File: config.mk
export PLATFORM = sky130hd
export DESIGN_NAME = prog_fetch_flat
export DESIGN_NICKNAME = d
export VERILOG_FILES = /design/src/rtl/prog_fetch_if.sv /design/src/rtl/prog_fetch.sv /design/src/flat_wrapper.sv
export SDC_FILE = /design/constraint.sdc
export NUM_CORES = 1
export LEC_CHECK = 0
export CORE_ASPECT_RATIO = 0.75
export CORE_MARGIN = 4
export CORE_UTILIZATION = 43
export CTS_BUF_LIST = sky130_fd_sc_hd__clkbuf_4
export DETAILED_ROUTE_END_ITERATION = 10
export GPL_ROUTABILITY_DRIVEN = 0
export PLACE_DENSITY = 0.87
export SYNTH_ARGS = -nofsm -noshare
export SYNTH_HDL_FRONTEND = slang
export SYNTH_SLANG_ARGS = --single-unit
File: constraint.sdc
create_clock -name clk -period 4.9 [get_ports clk]
set_clock_uncertainty 0.1 [all_clocks]
set_input_delay 0.49 -clock clk [delete_from_list [all_inputs] [get_ports clk]]
set_output_delay 0.49 -clock clk [all_outputs]
set_load 0.05 [all_outputs]
File: src/rtl/prog_fetch_if.sv
// prog_fetch_if: bus between the instruction fetch unit, the program ROM
// and the execute stage.
//
// Parameters:
//   ADDR_W  - program address width
//   INSTR_W - instruction word width
//
// Signals:
//   rom_addr    - ROM address driven by fetch (combinational copy of pc)
//   rom_data    - ROM word at rom_addr, valid in the same cycle
//   instr       - registered instruction word
//   instr_valid - instr holds an instruction not yet accepted
//   instr_ready - execute accepts instr this cycle
//   jump_en     - redirect request, looked at only on accept
//   jump_addr   - redirect target
//   resume      - single-cycle pulse that leaves HALT
//   pc          - address of the current or next instruction
//   halted      - fetch unit is in HALT
//   state       - debug view of the fetch FSM (0 FETCH, 1 VALID, 2 HALT)
//
// Handshake: an instruction transfers on every rising edge where
// instr_valid && instr_ready are both 1. While instr_valid is 1 and
// instr_ready is 0, instr and pc hold. instr_valid never depends
// combinationally on instr_ready. jump_en/jump_addr take effect only on
// the transfer edge.
//
// Modports: master = fetch unit, slave = ROM + execute side.

interface prog_fetch_if #(
  parameter int ADDR_W  = 8,
  parameter int INSTR_W = 12
);
  logic [ADDR_W-1:0]  rom_addr;
  logic [INSTR_W-1:0] rom_data;
  logic [INSTR_W-1:0] instr;
  logic               instr_valid;
  logic               instr_ready;
  logic               jump_en;
  logic [ADDR_W-1:0]  jump_addr;
  logic               resume;
  logic [ADDR_W-1:0]  pc;
  logic               halted;
  logic [1:0]         state;

  modport master (
    output rom_addr,
    input  rom_data,
    output instr,
    output instr_valid,
    input  instr_ready,
    input  jump_en,
    input  jump_addr,
    input  resume,
    output pc,
    output halted,
    output state
  );

  modport slave (
    input  rom_addr,
    output rom_data,
    input  instr,
    input  instr_valid,
    output instr_ready,
    output jump_en,
    output jump_addr,
    output resume,
    input  pc,
    input  halted,
    input  state
  );
endinterface

File: src/rtl/prog_fetch.sv
// prog_fetch: instruction fetch unit for the 8-bit CPU.
//
// Owns the program counter, addresses the combinational program ROM,
// registers the fetched word and hands it to execute over a valid/ready
// handshake. Jump redirects are taken on accept; the HALT sentinel word
// parks the unit until a resume pulse.
//
// Ports:
//   clk - system clock, rising edge
//   rst - asynchronous, active-high reset
//   bus - prog_fetch_if.master (ROM address/data, instruction handshake,
//         jump redirect, resume, pc, halted, debug state)
//
// Configuration macro:
//   FETCH_HALT_DETECT_EN - when defined, fetching HALT_WORD enters HALT.
//                          When undefined, HALT is never entered, halted
//                          is 0, resume has no effect and HALT_WORD is
//                          delivered as an ordinary instruction.
//
// Throughput: one edge to fetch, one edge to accept, so at most one
// instruction every two cycles.

module prog_fetch #(
  parameter int                 ADDR_W    = 8,
  parameter int                 INSTR_W   = 12,
  parameter logic [ADDR_W-1:0]  RESET_PC  = 'd1,
  parameter logic [INSTR_W-1:0] HALT_WORD = 'h9FF
) (
  input logic          clk,
  input logic          rst,
  prog_fetch_if.master bus
);

`ifdef FETCH_HALT_DETECT_EN
  localparam bit HALT_EN = 1'b1;
`else
  localparam bit HALT_EN = 1'b0;
`endif

  localparam logic [ADDR_W-1:0] PC_LAST = '1;

  typedef enum logic [1:0] {
    FETCH = 2'd0,
    VALID = 2'd1,
    HALT  = 2'd2
  } state_t;

  state_t             state, state_n;
  logic [ADDR_W-1:0]  pc, pc_n;
  logic [INSTR_W-1:0] instr, instr_n;
  logic [ADDR_W-1:0]  next_pc;
  logic               is_halt_word;

  // Sequential wrap skips address 0; only an explicit jump can reach it.
  assign next_pc      = (pc == PC_LAST) ? RESET_PC : pc + 1'b1;
  assign is_halt_word = (bus.rom_data == HALT_WORD);

  always_ff @(posedge clk or posedge rst) begin
    if (rst) begin
      state <= FETCH;
      pc    <= RESET_PC;
      instr <= '0;
    end else begin
      state <= state_n;
      pc    <= pc_n;
      instr <= instr_n;
    end
  end

  always_comb begin
    state_n = state;
    pc_n    = pc;
    instr_n = instr;
    case (state)
      FETCH: begin
        // The HALT word is latched too; pc stays on its address.
        instr_n = bus.rom_data;
        if (HALT_EN && is_halt_word) state_n = HALT;
        else                         state_n = VALID;
      end
      VALID: begin
        if (bus.instr_ready) begin
          pc_n    = bus.jump_en ? bus.jump_addr : next_pc;
          state_n = FETCH;
        end
      end
      HALT: begin
        // Only reachable with halt detection enabled.
        if (bus.resume) begin
          pc_n    = RESET_PC;
          state_n = FETCH;
        end
      end
      default: state_n = FETCH;
    endcase
  end

  assign bus.rom_addr    = pc;
  assign bus.pc          = pc;
  assign bus.instr       = instr;
  assign bus.instr_valid = (state == VALID);
  assign bus.state       = state;
`ifdef FETCH_HALT_DETECT_EN
  assign bus.halted      = (state == HALT);
`else
  assign bus.halted      = 1'b0;
`endif

endmodule

File: src/flat_wrapper.sv
// flat-port wrapper written by rule: the top's interface ports become plain ports
module prog_fetch_flat 
#(
  parameter int                 ADDR_W    = 8,
  parameter int                 INSTR_W   = 12,
  parameter logic [ADDR_W-1:0]  RESET_PC  = 'd1,
  parameter logic [INSTR_W-1:0] HALT_WORD = 'h9FF
)
  (clk, rst, bus_rom_addr, bus_rom_data, bus_instr, bus_instr_valid, bus_instr_ready, bus_jump_en, bus_jump_addr, bus_resume, bus_pc, bus_halted, bus_state);
  prog_fetch_if #(.ADDR_W(ADDR_W), .INSTR_W(INSTR_W)) bus_i ();
  input logic clk;
  input logic rst;
  output wire logic [$bits(bus_i.rom_addr)-1:0] bus_rom_addr;
  input wire logic [$bits(bus_i.rom_data)-1:0] bus_rom_data;
  output wire logic [$bits(bus_i.instr)-1:0] bus_instr;
  output wire logic [$bits(bus_i.instr_valid)-1:0] bus_instr_valid;
  input wire logic [$bits(bus_i.instr_ready)-1:0] bus_instr_ready;
  input wire logic [$bits(bus_i.jump_en)-1:0] bus_jump_en;
  input wire logic [$bits(bus_i.jump_addr)-1:0] bus_jump_addr;
  input wire logic [$bits(bus_i.resume)-1:0] bus_resume;
  output wire logic [$bits(bus_i.pc)-1:0] bus_pc;
  output wire logic [$bits(bus_i.halted)-1:0] bus_halted;
  output wire logic [$bits(bus_i.state)-1:0] bus_state;
  assign bus_rom_addr = bus_i.rom_addr;
  assign bus_i.rom_data = bus_rom_data;
  assign bus_instr = bus_i.instr;
  assign bus_instr_valid = bus_i.instr_valid;
  assign bus_i.instr_ready = bus_instr_ready;
  assign bus_i.jump_en = bus_jump_en;
  assign bus_i.jump_addr = bus_jump_addr;
  assign bus_i.resume = bus_resume;
  assign bus_pc = bus_i.pc;
  assign bus_halted = bus_i.halted;
  assign bus_state = bus_i.state;
  prog_fetch #(.ADDR_W(ADDR_W), .INSTR_W(INSTR_W), .RESET_PC(RESET_PC), .HALT_WORD(HALT_WORD)) u_core (.clk(clk), .rst(rst), .bus(bus_i));
endmodule
* Yosys cells after proc, flatten, opt, wreduce, memory -nomap -nowiden
Index checks and enable logic that the tools add are counted.
Word-level totals: input bits 25, bits in registers 22, logic and storage cells 21
Cells by class: reductions and logical operators 4, muxes and demuxes 8, eq/ne operators 5, add/sub/neg operators 1
Operators by type and width (count):
- $mux 8 | 4
- $pmux 8 s2 | 1
- $add 8x1->8 const B | 1
- $eq 8x8->1 const B | 1
- $pmux 2 s3 | 1
- $mux 2 | 2
- $reduce_and 3->1 | 1
- $eq 2x1->1 const B | 1
- $eq 2x2->1 const B | 1
- $logic_not 2->1 | 1
- $ne 2x1->1 const B | 1
- $ne 2x2->1 const B | 1
- $reduce_and 2->1 | 1
- $reduce_bool 2->1 | 1

* Depth between registers and ports, before layout
depth after elaboration 5, gate-level depth with buffers 7, gate-level depth less buffers 5

* Worst setup path before layout
Ideal clock, no wire load.
path type reg-to-reg, start register u_core.pc[0] (netlist: u_core.bus.pc[0]), end register u_core.pc[5] (netlist: u_core.bus.pc[5]), buffers on the path 0, setup slack 3.098 ns, data arrival time 1.581 ns, period minus slack after synthesis 1.802 ns, cell stages (with the launch flop) 6, cell sequence dfstp_2 ha_1 nand3_2 o21ai_1 o21ai_1 a22o_1
On the way: word-level cells in the longest chain between the ends 5, elaborated cells on any way between the ends 6, those cells by class 1 x add/sub; 1 x eq/ne; 4 x mux
Ends and longest elaborated chain:
- from (decl) | line prog_fetch.sv:49 | logic [ADDR_W-1:0] pc, pc_n;
- from (signal assigned) | line prog_fetch.sv:65 | pc <= pc_n;
- $add 8x1->8 / $eq 8x8->1 (equally long branches) | line prog_fetch.sv:55 | assign next_pc = (pc == PC_LAST) ? RESET_PC : pc + 1'b1;
- $mux 8 (*) | line prog_fetch.sv:55
- $mux 8 (*) | line prog_fetch.sv:83 | pc_n = bus.jump_en ? bus.jump_addr : next_pc;
- $mux 8 (*) | line prog_fetch.sv:82 | if (bus.instr_ready) begin
- $pmux 8 s2 (*) | line prog_fetch.sv:74 | case (state)
Every way passes the cells marked *; elsewhere a longest branch is shown, timed or not. The select of a mux whose other input is x is not followed. A chain may end at the register's enable or synchronous reset.

* Worst setup path after layout
start register u_core.state[0] (netlist: u_core.bus.state[0]), end output port bus_instr_valid
On the way: word-level cells in the longest chain between the ends 1
Ends and longest elaborated chain:
- from (decl) | line prog_fetch.sv:48 | state_t state, state_n;
- from (signal assigned) | line prog_fetch.sv:64 | state <= state_n;
- $eq 2x1->1 | line prog_fetch.sv:101 | assign bus.instr_valid = (state == VALID);
- to (decl) | line flat_wrapper.sv:16 | output wire logic [$bits(bus_i.instr_valid)-1:0] bus_instr_valid;
No other way between the ends.

==> impl_metrics.csv <==
group,metric,value,unit
yosys,avgSynthCellArea,10.79,um2
drt,drtIter0Drc,17,
hold_path,min_path_cells,1,
global_routing,met2_usage,29.78,%
timing,finalHoldViolCount,0,
die,die_x,65.83,um
finish,final_common_cell,"clkdlybuf4s50_1",
clocking,clkLatencyLatePin,300,ps
place,dpl_worst_slack,2710,ps
yosys,ys_seq_elements,21,
pwr,switching_share,45.07,%
setup_path,regToRegEndpoint,"u_core.bus.pc[4]",
drt,drc,0,
setup_path,cp_data_arrival_time,1930,ps
global_routing,grt_pass1_vias,904,
clocking,root_buffer,"clkbuf_4",
clocking,clkTransAtPathRegs,120,ps
yosys,synth_seq_area_share,48.84,%
hold_path,hp-class,"reg2reg",
yosys,synth.distinct_cells,34,
pwr,power_frac_seq,36.9,%
die,num_rows,15,
die,dieArea,3382,um2
run,drv_cap,0,
setup_path,setup.worst_path.end_class,"output pin",
yosys,yosysWarnings,0,
clocking,cts.sinks,21,
setup_path,worstPathRequired,4310,ps
drt,via_per_inst,5.057,
place,place_hpwl,1953,um
die,die_h,51.37,um
finish,most-common-layout-cells,"clkdlybuf4s50_1, dfrtp_1, mux2_2",
setup_path,slowest_delay,910,ps
yosys,syn-cell-area,1079,um2
clocking,cts_resized,0,
outcome,outcome,"complete, no violations",
setup_path,crit_family,"buffers and inverters",
timing,setup_viol,0,
pwr,power_frac_comb,49.3,%
setup_path,slowest_stage,"clkdlybuf4s50_1",
hold_path,hold_end,"u_core.bus.instr[9]",
setup_path,startpoint_type,"flop",
timing,period_share,51.46,%
clocking,cts_max_level,1,
pwr,p_switching,0.0002904,W
timing,finalMaxSlewViolations,0,
clocking,cts_tree,"done",
setup_path,ff2ff_setup_slack,3070,ps
pwr,p_clk_share,13.8,%
yosys,async_reset_ff_share,100.0,%
die,ioPinCount,57,
setup_path,cp_cell_sequence,"clkdlybuf4s50_1",
timing,min_period,2521,ps
finish,nets,169,
global_routing,grt_util_met3,5.275,%
setup_path,crit_type,"reg2out",
timing,setup_tns,0,ps
clocking,cts_made_buffers,3,
timing,fin_ws,2379,ps
drt,drtPass1Iterations,4,
pwr,p_per_area,410.7,nW/um2
yosys,synth_largest_area_cell,"dfrtp_1",
clocking,cts_hold_buf,0,
timing,rsz0062_at_grt,"no",
pwr,power.internal,0.0003540,W
place,io_buffers,53,
global_routing,grt_overflow_total,0,
global_routing,track_usage,16.56,%
drt,postRouteAntennaNets,0,
yosys,synth_area_leaders,"dfrtp_1, mux2_2, buf_4",
global_routing,grt_use_met1,20.03,%
timing,fmax,396.6,MHz
drt,route.vias.total,890,
finish,final_cell_area,1569,um2
yosys,synth_top_area_share,46.40,%
setup_path,crit_path_max_fanout,15,
finish,antenna_cells,0,
timing,tightest_slew,788.5,ps
timing,slew_headroom,47.37,%
finish,final_core_util,66.88,%
place,place_area,1539,um2
drt,wl,2591,um
global_routing,grt_max_degree,22,
global_routing,antenna_found_initial,0,
drt,wl_per_cell,14.72,um
finish,syn_to_final_growth,45.48,%
global_routing,top_usage_layer,"met2",
pwr,ir_drop,0.3380,mV
clocking,cts_setup_buffers,0,
die,start_util,45.97,%
setup_path,r2r_start,"u_core.bus.state[0]",
hold_path,min_from,"u_core.bus.instr[9]",
yosys,synth-edff-count,0,
setup_path,crit_buf_inv,1,
clocking,cts_buffer_depth,2,
die,fp.coreArea,2346,um2
finish,drive_gt1_share,14.79,%
pwr,power.leakage,0.6419,nW
global_routing,grt_pass1_wl,4319,um
yosys,syn_inst,100,
setup_path,r2r_cells,5,
yosys,ys.flop_type,"dfrtp_1",
[power groups by stage]
stage	Clock [W]	Combinational [W]	Sequential, W
2_1_floorplan	0	0.000131	0.000333
3_5_place_dp	0	0.000319	0.000241
5_1_grt	0.0000979	0.000332	0.000243
6_report	0.0000892	0.000318	0.000238
3_3_place_gp	0	0.000315	0.000238
4_1_cts	0.0000910	0.000320	0.000237
[metal layers]
| layer | vias to the layer above | wire length (um) |
|---|---|---|
| met4 | 0 | 12 |
| li1 | 426 | - |
| met5 | - | 0 |
| met1 | 423 | 1056 |
| met2 | 39 | 1329 |
| met3 | 2 | 193 |
[synth_stat cells (all sizes together), types with 2 or more instances]
cell and number:
nand3 4, o21ai 9, dfrtp 20, nand2 3, buf 15, inv 4
and3 4, nor3 2, nor2 4, mux2 12, nand4 2, a21oi 5
[layout make-up]
class                           instances  area, um2
Clock buffer                            4      30.03
Sequential cell                        21      526.8
Multi-Input combinational cell         60      424.2
Tap cell                               34      42.54
Inverter                                4      15.01
Timing Repair Buffer                   53      530.5
Fill cell                             187      777.0
[flip-flops by register name, indices dropped and copies added (netlist names)]
register / flops
u_core.bus.instr: 12
u_core.bus.pc: 8
u_core.bus.state: 1
[stage by stage]
| step | total power (W) | instances | hold WS, ps |
|---|---|---|---|
| 5_1_grt | 0.0006727 | 176 | 431.5 |
| 6_report | 0.0006445 | 176 | 419.5 |
| 3_3_place_gp | 0.0005537 | 172 | 385.9 |
| 2_1_floorplan | 0.0004639 | 101 | 365.8 |
| 4_1_cts | 0.0006486 | 176 | 420.4 |
| 3_5_place_dp | 0.0005596 | 172 | 393.0 |
[kinds of logic (layout without fill, tap and decap cells)]
family,Yosys count,count (layout),share of synthesized area (%)
AO/OA/AOI/OAI,22,22,12.53
AND/OR/NAND/NOR,22,22,11.48
flip-flops,21,21,48.84
multiplexers,13,13,13.46
adder cells (fa/ha/maj),1,1,1.160
buffers and inverters,20,61,12.18
other,1,2,0.3477
[worst max path at each step]
stage | from | end | slack, ps | depth (start not counted)
2_1_floorplan | u_core.bus.pc[0] | u_core.bus.pc[5] | 3100 | 5
3_3_place_gp | bus_jump_en | u_core.bus.pc[5] | 2740 | 5
3_5_place_dp | bus_jump_en | u_core.bus.pc[5] | 2710 | 5
4_1_cts | u_core.bus.state[0] | bus_instr_valid | 2360 | 1
5_1_grt | u_core.bus.state[0] | bus_instr_valid | 2280 | 1
6_report | u_core.bus.state[0] | bus_instr_valid | 2380 | 1
No activity file was read; power rests on OpenSTA's default activity.
